[config.mk]
export PLATFORM = sky130hd
export DESIGN_NAME = ram_arbiter_flat
export DESIGN_NICKNAME = d
export VERILOG_FILES = /design/src/rtl/ram_arbiter_if.sv /design/src/rtl/ram_arbiter.sv /design/src/flat_wrapper.sv
export SDC_FILE = /design/constraint.sdc
export NUM_CORES = 1
export LEC_CHECK = 0
export ABC_CLOCK_PERIOD_IN_PS = 5500
export BUFFER_PORTS_ARGS = -buffer_cell sky130_fd_sc_hd__buf_4
export CORE_AREA = 3 3 117 119
export CTS_CLUSTER_SIZE = 25
export DETAILED_ROUTE_END_ITERATION = 12
export DIE_AREA = 0 0 120 122
export PLACE_DENSITY = 0.55
export SYNTH_ARGS = -nofsm -noshare
export SYNTH_HDL_FRONTEND = slang
export SYNTH_SLANG_ARGS = --single-unit
[constraint.sdc]
create_clock -name CLK -period 5.5 [get_ports CLK]
set_input_delay 0.825 -clock CLK [delete_from_list [all_inputs] [get_ports CLK]]
set_output_delay 0.825 -clock CLK [all_outputs]
set_load 0.05 [all_outputs]
[src/rtl/ram_arbiter_if.sv]
// rtl/ram_arbiter_if.sv - requester and RAM-side signal bundle for ram_arbiter
interface ram_arbiter_if #(
    parameter int WORD_W = 32
);
    logic              d_ren;
    logic              d_wen;
    logic [WORD_W-1:0] d_addr;
    logic [WORD_W-1:0] d_store;
    logic [WORD_W-1:0] d_load;
    logic              d_wait;
    logic [1:0]        i_ren;
    logic [WORD_W-1:0] i_addr0;
    logic [WORD_W-1:0] i_addr1;
    logic [WORD_W-1:0] i_load;
    logic [1:0]        i_wait;
    logic              ram_ren;
    logic              ram_wen;
    logic [WORD_W-1:0] ram_addr;
    logic [WORD_W-1:0] ram_store;
    logic [WORD_W-1:0] ram_load;
    logic [1:0]        ram_state;

    // Arbiter view
    modport slave (
        input  d_ren, d_wen, d_addr, d_store, i_ren, i_addr0, i_addr1,
               ram_load, ram_state,
        output d_load, d_wait, i_load, i_wait,
               ram_ren, ram_wen, ram_addr, ram_store
    );

    // Requesters plus RAM view
    modport master (
        output d_ren, d_wen, d_addr, d_store, i_ren, i_addr0, i_addr1,
               ram_load, ram_state,
        input  d_load, d_wait, i_load, i_wait,
               ram_ren, ram_wen, ram_addr, ram_store
    );
endinterface

[src/rtl/ram_arbiter.sv]
// rtl/ram_arbiter.sv - single RAM port arbiter: data priority, round-robin fetch, starvation cap
module ram_arbiter #(
    parameter int WORD_W     = 32,
    parameter int STARVE_MAX = 4
) (
    input  logic          CLK,
    input  logic          RST,
    ram_arbiter_if.slave  bus
);
    localparam logic [1:0] RAM_ACCESS = 2'd2;
    localparam logic [3:0] STARVE_LIM = 4'(STARVE_MAX);

    typedef enum logic [1:0] {
        IDLE    = 2'd0,
        GRANT_D = 2'd1,
        GRANT_I = 2'd2
    } state_t;

    state_t     state_q, state_d;
    logic       gnt_core_q, gnt_core_d;
    logic       rr_ptr_q, rr_ptr_d;
    logic [3:0] starve_cnt_q, starve_cnt_d;

    logic       d_req;
    logic       i_any;
    logic       i_pick;
    logic       access;

    assign d_req  = bus.d_ren | bus.d_wen;
    assign i_any  = |bus.i_ren;
    assign i_pick = (&bus.i_ren) ? rr_ptr_q : bus.i_ren[1];
    assign access = (bus.ram_state == RAM_ACCESS);

    always_ff @(posedge CLK or posedge RST) begin
        if (RST) begin
            state_q      <= IDLE;
            gnt_core_q   <= 1'b0;
            rr_ptr_q     <= 1'b0;
            starve_cnt_q <= 4'd0;
        end else begin
            state_q      <= state_d;
            gnt_core_q   <= gnt_core_d;
            rr_ptr_q     <= rr_ptr_d;
            starve_cnt_q <= starve_cnt_d;
        end
    end

    always_comb begin
        state_d       = state_q;
        gnt_core_d    = gnt_core_q;
        rr_ptr_d      = rr_ptr_q;
        starve_cnt_d  = starve_cnt_q;
        bus.ram_ren   = 1'b0;
        bus.ram_wen   = 1'b0;
        bus.ram_addr  = '0;
        bus.ram_store = '0;
        bus.d_load    = '0;
        bus.d_wait    = 1'b1;
        bus.i_load    = '0;
        bus.i_wait    = 2'b11;

        unique case (state_q)
            IDLE: begin
                if ((starve_cnt_q == STARVE_LIM) && i_any) begin
                    state_d    = GRANT_I;
                    gnt_core_d = i_pick;
                end else if (d_req) begin
                    state_d = GRANT_D;
                end else if (i_any) begin
                    state_d    = GRANT_I;
                    gnt_core_d = i_pick;
                end
            end

            GRANT_D: begin
                // Completion takes precedence over a withdrawn request in the same cycle
                if (access || d_req) begin
                    bus.ram_addr  = bus.d_addr;
                    bus.ram_store = bus.d_store;
                    bus.ram_wen   = bus.d_wen;
                    bus.ram_ren   = ~bus.d_wen;
                end
                if (access) begin
                    bus.d_wait = 1'b0;
                    bus.d_load = bus.ram_load;
                    state_d    = IDLE;
                    if (!i_any) begin
                        starve_cnt_d = 4'd0;
                    end else if (starve_cnt_q < STARVE_LIM) begin
                        starve_cnt_d = starve_cnt_q + 4'd1;
                    end
                end else if (!d_req) begin
                    state_d = IDLE;
                end
            end

            GRANT_I: begin
                if (access || bus.i_ren[gnt_core_q]) begin
                    bus.ram_ren  = 1'b1;
                    bus.ram_addr = gnt_core_q ? bus.i_addr1 : bus.i_addr0;
                end
                if (access) begin
                    bus.i_wait[gnt_core_q] = 1'b0;
                    bus.i_load   = bus.ram_load;
                    rr_ptr_d     = ~gnt_core_q;
                    starve_cnt_d = 4'd0;
                    state_d      = IDLE;
                end else if (!bus.i_ren[gnt_core_q]) begin
                    state_d = IDLE;
                end
            end

            default: state_d = IDLE;
        endcase
    end
endmodule
[src/flat_wrapper.sv]
// flat-port wrapper written by rule: the top's interface ports become plain ports
module ram_arbiter_flat 
#(
    parameter int WORD_W     = 32,
    parameter int STARVE_MAX = 4
)
  (CLK, RST, bus_d_ren, bus_d_wen, bus_d_addr, bus_d_store, bus_i_ren, bus_i_addr0, bus_i_addr1, bus_ram_load, bus_ram_state, bus_d_load, bus_d_wait, bus_i_load, bus_i_wait, bus_ram_ren, bus_ram_wen, bus_ram_addr, bus_ram_store);
  ram_arbiter_if #(.WORD_W(WORD_W)) bus_i ();
  input  logic CLK;
  input  logic RST;
  input wire logic [$bits(bus_i.d_ren)-1:0] bus_d_ren;
  input wire logic [$bits(bus_i.d_wen)-1:0] bus_d_wen;
  input wire logic [$bits(bus_i.d_addr)-1:0] bus_d_addr;
  input wire logic [$bits(bus_i.d_store)-1:0] bus_d_store;
  input wire logic [$bits(bus_i.i_ren)-1:0] bus_i_ren;
  input wire logic [$bits(bus_i.i_addr0)-1:0] bus_i_addr0;
  input wire logic [$bits(bus_i.i_addr1)-1:0] bus_i_addr1;
  input wire logic [$bits(bus_i.ram_load)-1:0] bus_ram_load;
  input wire logic [$bits(bus_i.ram_state)-1:0] bus_ram_state;
  output wire logic [$bits(bus_i.d_load)-1:0] bus_d_load;
  output wire logic [$bits(bus_i.d_wait)-1:0] bus_d_wait;
  output wire logic [$bits(bus_i.i_load)-1:0] bus_i_load;
  output wire logic [$bits(bus_i.i_wait)-1:0] bus_i_wait;
  output wire logic [$bits(bus_i.ram_ren)-1:0] bus_ram_ren;
  output wire logic [$bits(bus_i.ram_wen)-1:0] bus_ram_wen;
  output wire logic [$bits(bus_i.ram_addr)-1:0] bus_ram_addr;
  output wire logic [$bits(bus_i.ram_store)-1:0] bus_ram_store;
  assign bus_i.d_ren = bus_d_ren;
  assign bus_i.d_wen = bus_d_wen;
  assign bus_i.d_addr = bus_d_addr;
  assign bus_i.d_store = bus_d_store;
  assign bus_i.i_ren = bus_i_ren;
  assign bus_i.i_addr0 = bus_i_addr0;
  assign bus_i.i_addr1 = bus_i_addr1;
  assign bus_i.ram_load = bus_ram_load;
  assign bus_i.ram_state = bus_ram_state;
  assign bus_d_load = bus_i.d_load;
  assign bus_d_wait = bus_i.d_wait;
  assign bus_i_load = bus_i.i_load;
  assign bus_i_wait = bus_i.i_wait;
  assign bus_ram_ren = bus_i.ram_ren;
  assign bus_ram_wen = bus_i.ram_wen;
  assign bus_ram_addr = bus_i.ram_addr;
  assign bus_ram_store = bus_i.ram_store;
  ram_arbiter #(.WORD_W(WORD_W), .STARVE_MAX(STARVE_MAX)) u_core (.CLK(CLK), .RST(RST), .bus(bus_i));
endmodule
==> impl_metrics.csv <==
group,metric,value,unit
sta,finalSetupViolations,0,
synthesis,syn_area,0.00204,mm2
hold_path,hold_path.class,"reg2reg",
global_route,grt_max_degree,69,
placement,dp_hpwl,9210,um
layout,utilization,35.5,%
synthesis,yosys.area_share.xor_xnor,0,%
synthesis,synth_edf_count,0,
global_route,grt_pass1_wl,16600,um
sta,slew_viol_final,0,
pwr,power,0.00193,W
global_route,antenna_found_initial,0,
status,status,"completed",
sta,skew,0.00148,ns
layout,fillCellCount,1264,
cts,clk_pin_slew,0.04,ns
critical_path,r2r_start,"u_core.state_q[0]$_DFFE_PP0P_",
cts,post_cts_resize_count,0,
sta,finalSetupTns,0,ns
cts,cts_tree,"done",
critical_path,critPathLaunchType,"primary input",
sta,fmax,0.256,GHz
die,dieArea,0.0146,mm2
global_route,first_global_vias,3308,
routing,firstDrtPassIters,5,
critical_path,cp-startpoint,"bus_ram_state[0]",
layout,area_growth,120,%
critical_path,end_kind,"output port",
placement,portBuffers,300,
sta,maxSlewHeadroom,25.7,%
critical_path,worstPathRequired,4.68,ns
cts,htreeDepth,1,
sta,hold_viol,0,
global_route,gr-total-overflow,0,
placement,place.gp.congestion,0.782,
synthesis,synth_top_family_by_area,"simple AND/OR/NAND/NOR gates",
synthesis,ys_ff_latch,8,
synthesis,avgSynthCellArea,7.00,um2
critical_path,cp_max_fo,68,
routing,wl_per_cell,15.4,um
routing,first_iter_violations,128,
routing,ant_nets,0,
global_route,grt_usage,13.8,%
routing,drc_errors,0,
synthesis,synth_mux_area_share,19.7,%
routing,totalWireLength,11300,um
sta,fin_crit_sh,71.1,%
die,chipWidth,120,um
cts,clk_path_buf_depth,2,
die,core_area,0.0127,mm2
cts,holdBufCountCts,0,
sta,rsz0062_at_grt,"no",
cts,clk_latency,0.23,ns
routing,viasPerCell,4.47,
synthesis,yosysSeqAreaShare,9.80,%
pwr,switching_share,61.3,%
layout,nets,742,
flow_run,max_cap_viol_count,0,
synthesis,synth-compound-area-share,17.6,%
synthesis,synth_cell_type_count,36,
synthesis,syn_nets,465,
cts,ctsRootBufferMaster,"clkbuf_16",
die,die_h,122,um
synthesis,synthSimpleGateAreaFrac,42.1,%
synthesis,ys_warn_count,0,
synthesis,synth_adder_area_share,3.06,%
pwr,internal_power,0.000747,W
pwr,powerDensity,429,mW/mm2
cts,cts_buffers,3,
pwr,p_clk_share,6.3,%
die,start_util,16.1,%
hold_path,min_from,"u_core.rr_ptr_q$_DFFE_PP0P_",
layout,drive_gt1_share,61.2,%
critical_path,worstPathArrival,3.08,ns
routing,num_vias,3301,
cts,post_cts_buffers,0,
synthesis,synthFlopType,"dfrtp_1",
die,ios,301,
sta,min_period,3.91,ns
pwr,combPwrFrac,87.3,%
sta,tightestPinTransition,1.11,ns
layout,diodes,0,
pwr,p_seq_share,6.4,%
synthesis,postSynthCellCount,292,
pwr,vdd_ir_drop_max,0.000196,V
critical_path,worstSetupPathType,"in2out",
pwr,leakage,2.56,nW
sta,whs,0.498,ns
synthesis,async_reset_ff_share,100,%
die,row_count,41,
cts,cts_sinks,8,
pwr,switchingPower,0.00118,W
[synth_stat cells, types with 2 or more instances]
master / count / area share, %
a21oi_1: 2 / 0.49
clkbuf_1: 25 / 4.6
nor2_1: 39 / 7.2
a31oi_1: 2 / 0.61
and3_1: 64 / 20
and2_1: 35 / 11
dfrtp_1: 8 / 9.8
inv_1: 7 / 1.3
mux2i_1: 2 / 0.98
nand2_1: 7 / 1.3
o21a_1: 3 / 1.1
mux2_2: 34 / 19
ha_1: 5 / 3.1
buf_1: 3 / 0.55
buf_2: 3 / 0.73
a22oi_1: 32 / 12
a21o_1: 2 / 0.73
[cell families after synthesis]
group	after synthesis
buffers and inverters	40
adders and majority gates	5
AOI/OAI and AO/OA	48
and+or+nand+nor	155
muxes	36
DFF	8
[cells in the final DEF (no fill, tap or decap), types with 2 or more instances in the layout]
cell / n
a21o_1: 2
a21oi_1: 2
a22oi_1: 32
a31oi_1: 2
and2_1: 35
and3_1: 64
buf_4: 304
clkbuf_16: 3
dfrtp_1: 8
ha_1: 5
inv_1: 7
mux2_2: 34
mux2i_1: 2
nand2_1: 7
nor2_1: 39
o21a_1: 2
[layer usage]
metal / track usage (%) / part of all wire (%) / up-vias / routed length, um
met3: 3.16 / 9.6 / 11 / 1080
met2: 27.6 / 54 / 199 / 6130
li1: - / - / 1590 / -
met1: 14.8 / 36 / 1501 / 4050
met5: 0 / 0 / - / 0
met4: 2.36 / 0.67 / 0 / 76
[path summary, 6_finish.rpt]
check,end,slack [ns],depth (start not counted)
worst max-delay path,bus_ram_addr[21],1.59,7
worst min-delay path,u_core.rr_ptr_q$_DFFE_PP0P_,0.50,1
worst max register to register,u_core.starve_cnt_q[2]$_DFFE_PP0P_,2.75,6
worst min register to register,u_core.rr_ptr_q$_DFFE_PP0P_,0.50,1
max in group asynchronous,u_core.starve_cnt_q[0]$_DFFE_PP0P_,4.71,2
min in group asynchronous,u_core.rr_ptr_q$_DFFE_PP0P_,0.55,2
[state kept, by name, summed over array words and instances (netlist names)]
| signal | count |
|---|---|
| u_core.starve_cnt_q | 4 |
| u_core.state_q | 2 |
| u_core.rr_ptr_q | 1 |
| u_core.gnt_core_q | 1 |
[layout make-up]
class                           count  area [um2]  area share [%]
Sequential cell                     8         200            4.45
Timing Repair Buffer              304        2280            50.8
Multi-Input combinational cell    244        1690            37.7
Inverter                            8        30.0           0.668
Clock buffer                        3        75.1            1.67
Tap cell                          172         215            4.79
[stage by stage]
step | area (um2) | cells | setup slack [ns]
2_1_floorplan | 2040 | 292 | 2.20
3_3_place_gp | 4420 | 736 | 1.68
3_5_place_dp | 4420 | 736 | 1.57
4_1_cts | 4500 | 739 | 1.58
5_1_grt | 4500 | 739 | 1.34
6_report | 4500 | 739 | 1.59
[worst max-delay path, stage by stage]
cell and delay (ns):
buf_4 0.12, nor2b_2 0.09, buf_4 0.42, o21a_2 0.97, a22oi_1 0.24, nor2_1 0.14
buf_4 0.24
[power groups by stage]
stage / sequential (W) / clock, W / combinational [W]
6_report: 0.000124 / 0.000121 / 0.00168
5_1_grt: 0.000130 / 0.000127 / 0.00179
4_1_cts: 0.000124 / 0.000124 / 0.00171
3_5_place_dp: 0.000125 / 0 / 0.00170
3_3_place_gp: 0.000125 / 0 / 0.00168
2_1_floorplan: 0.000104 / 0 / 0.00122
No activity file was read; power rests on OpenSTA's default activity.
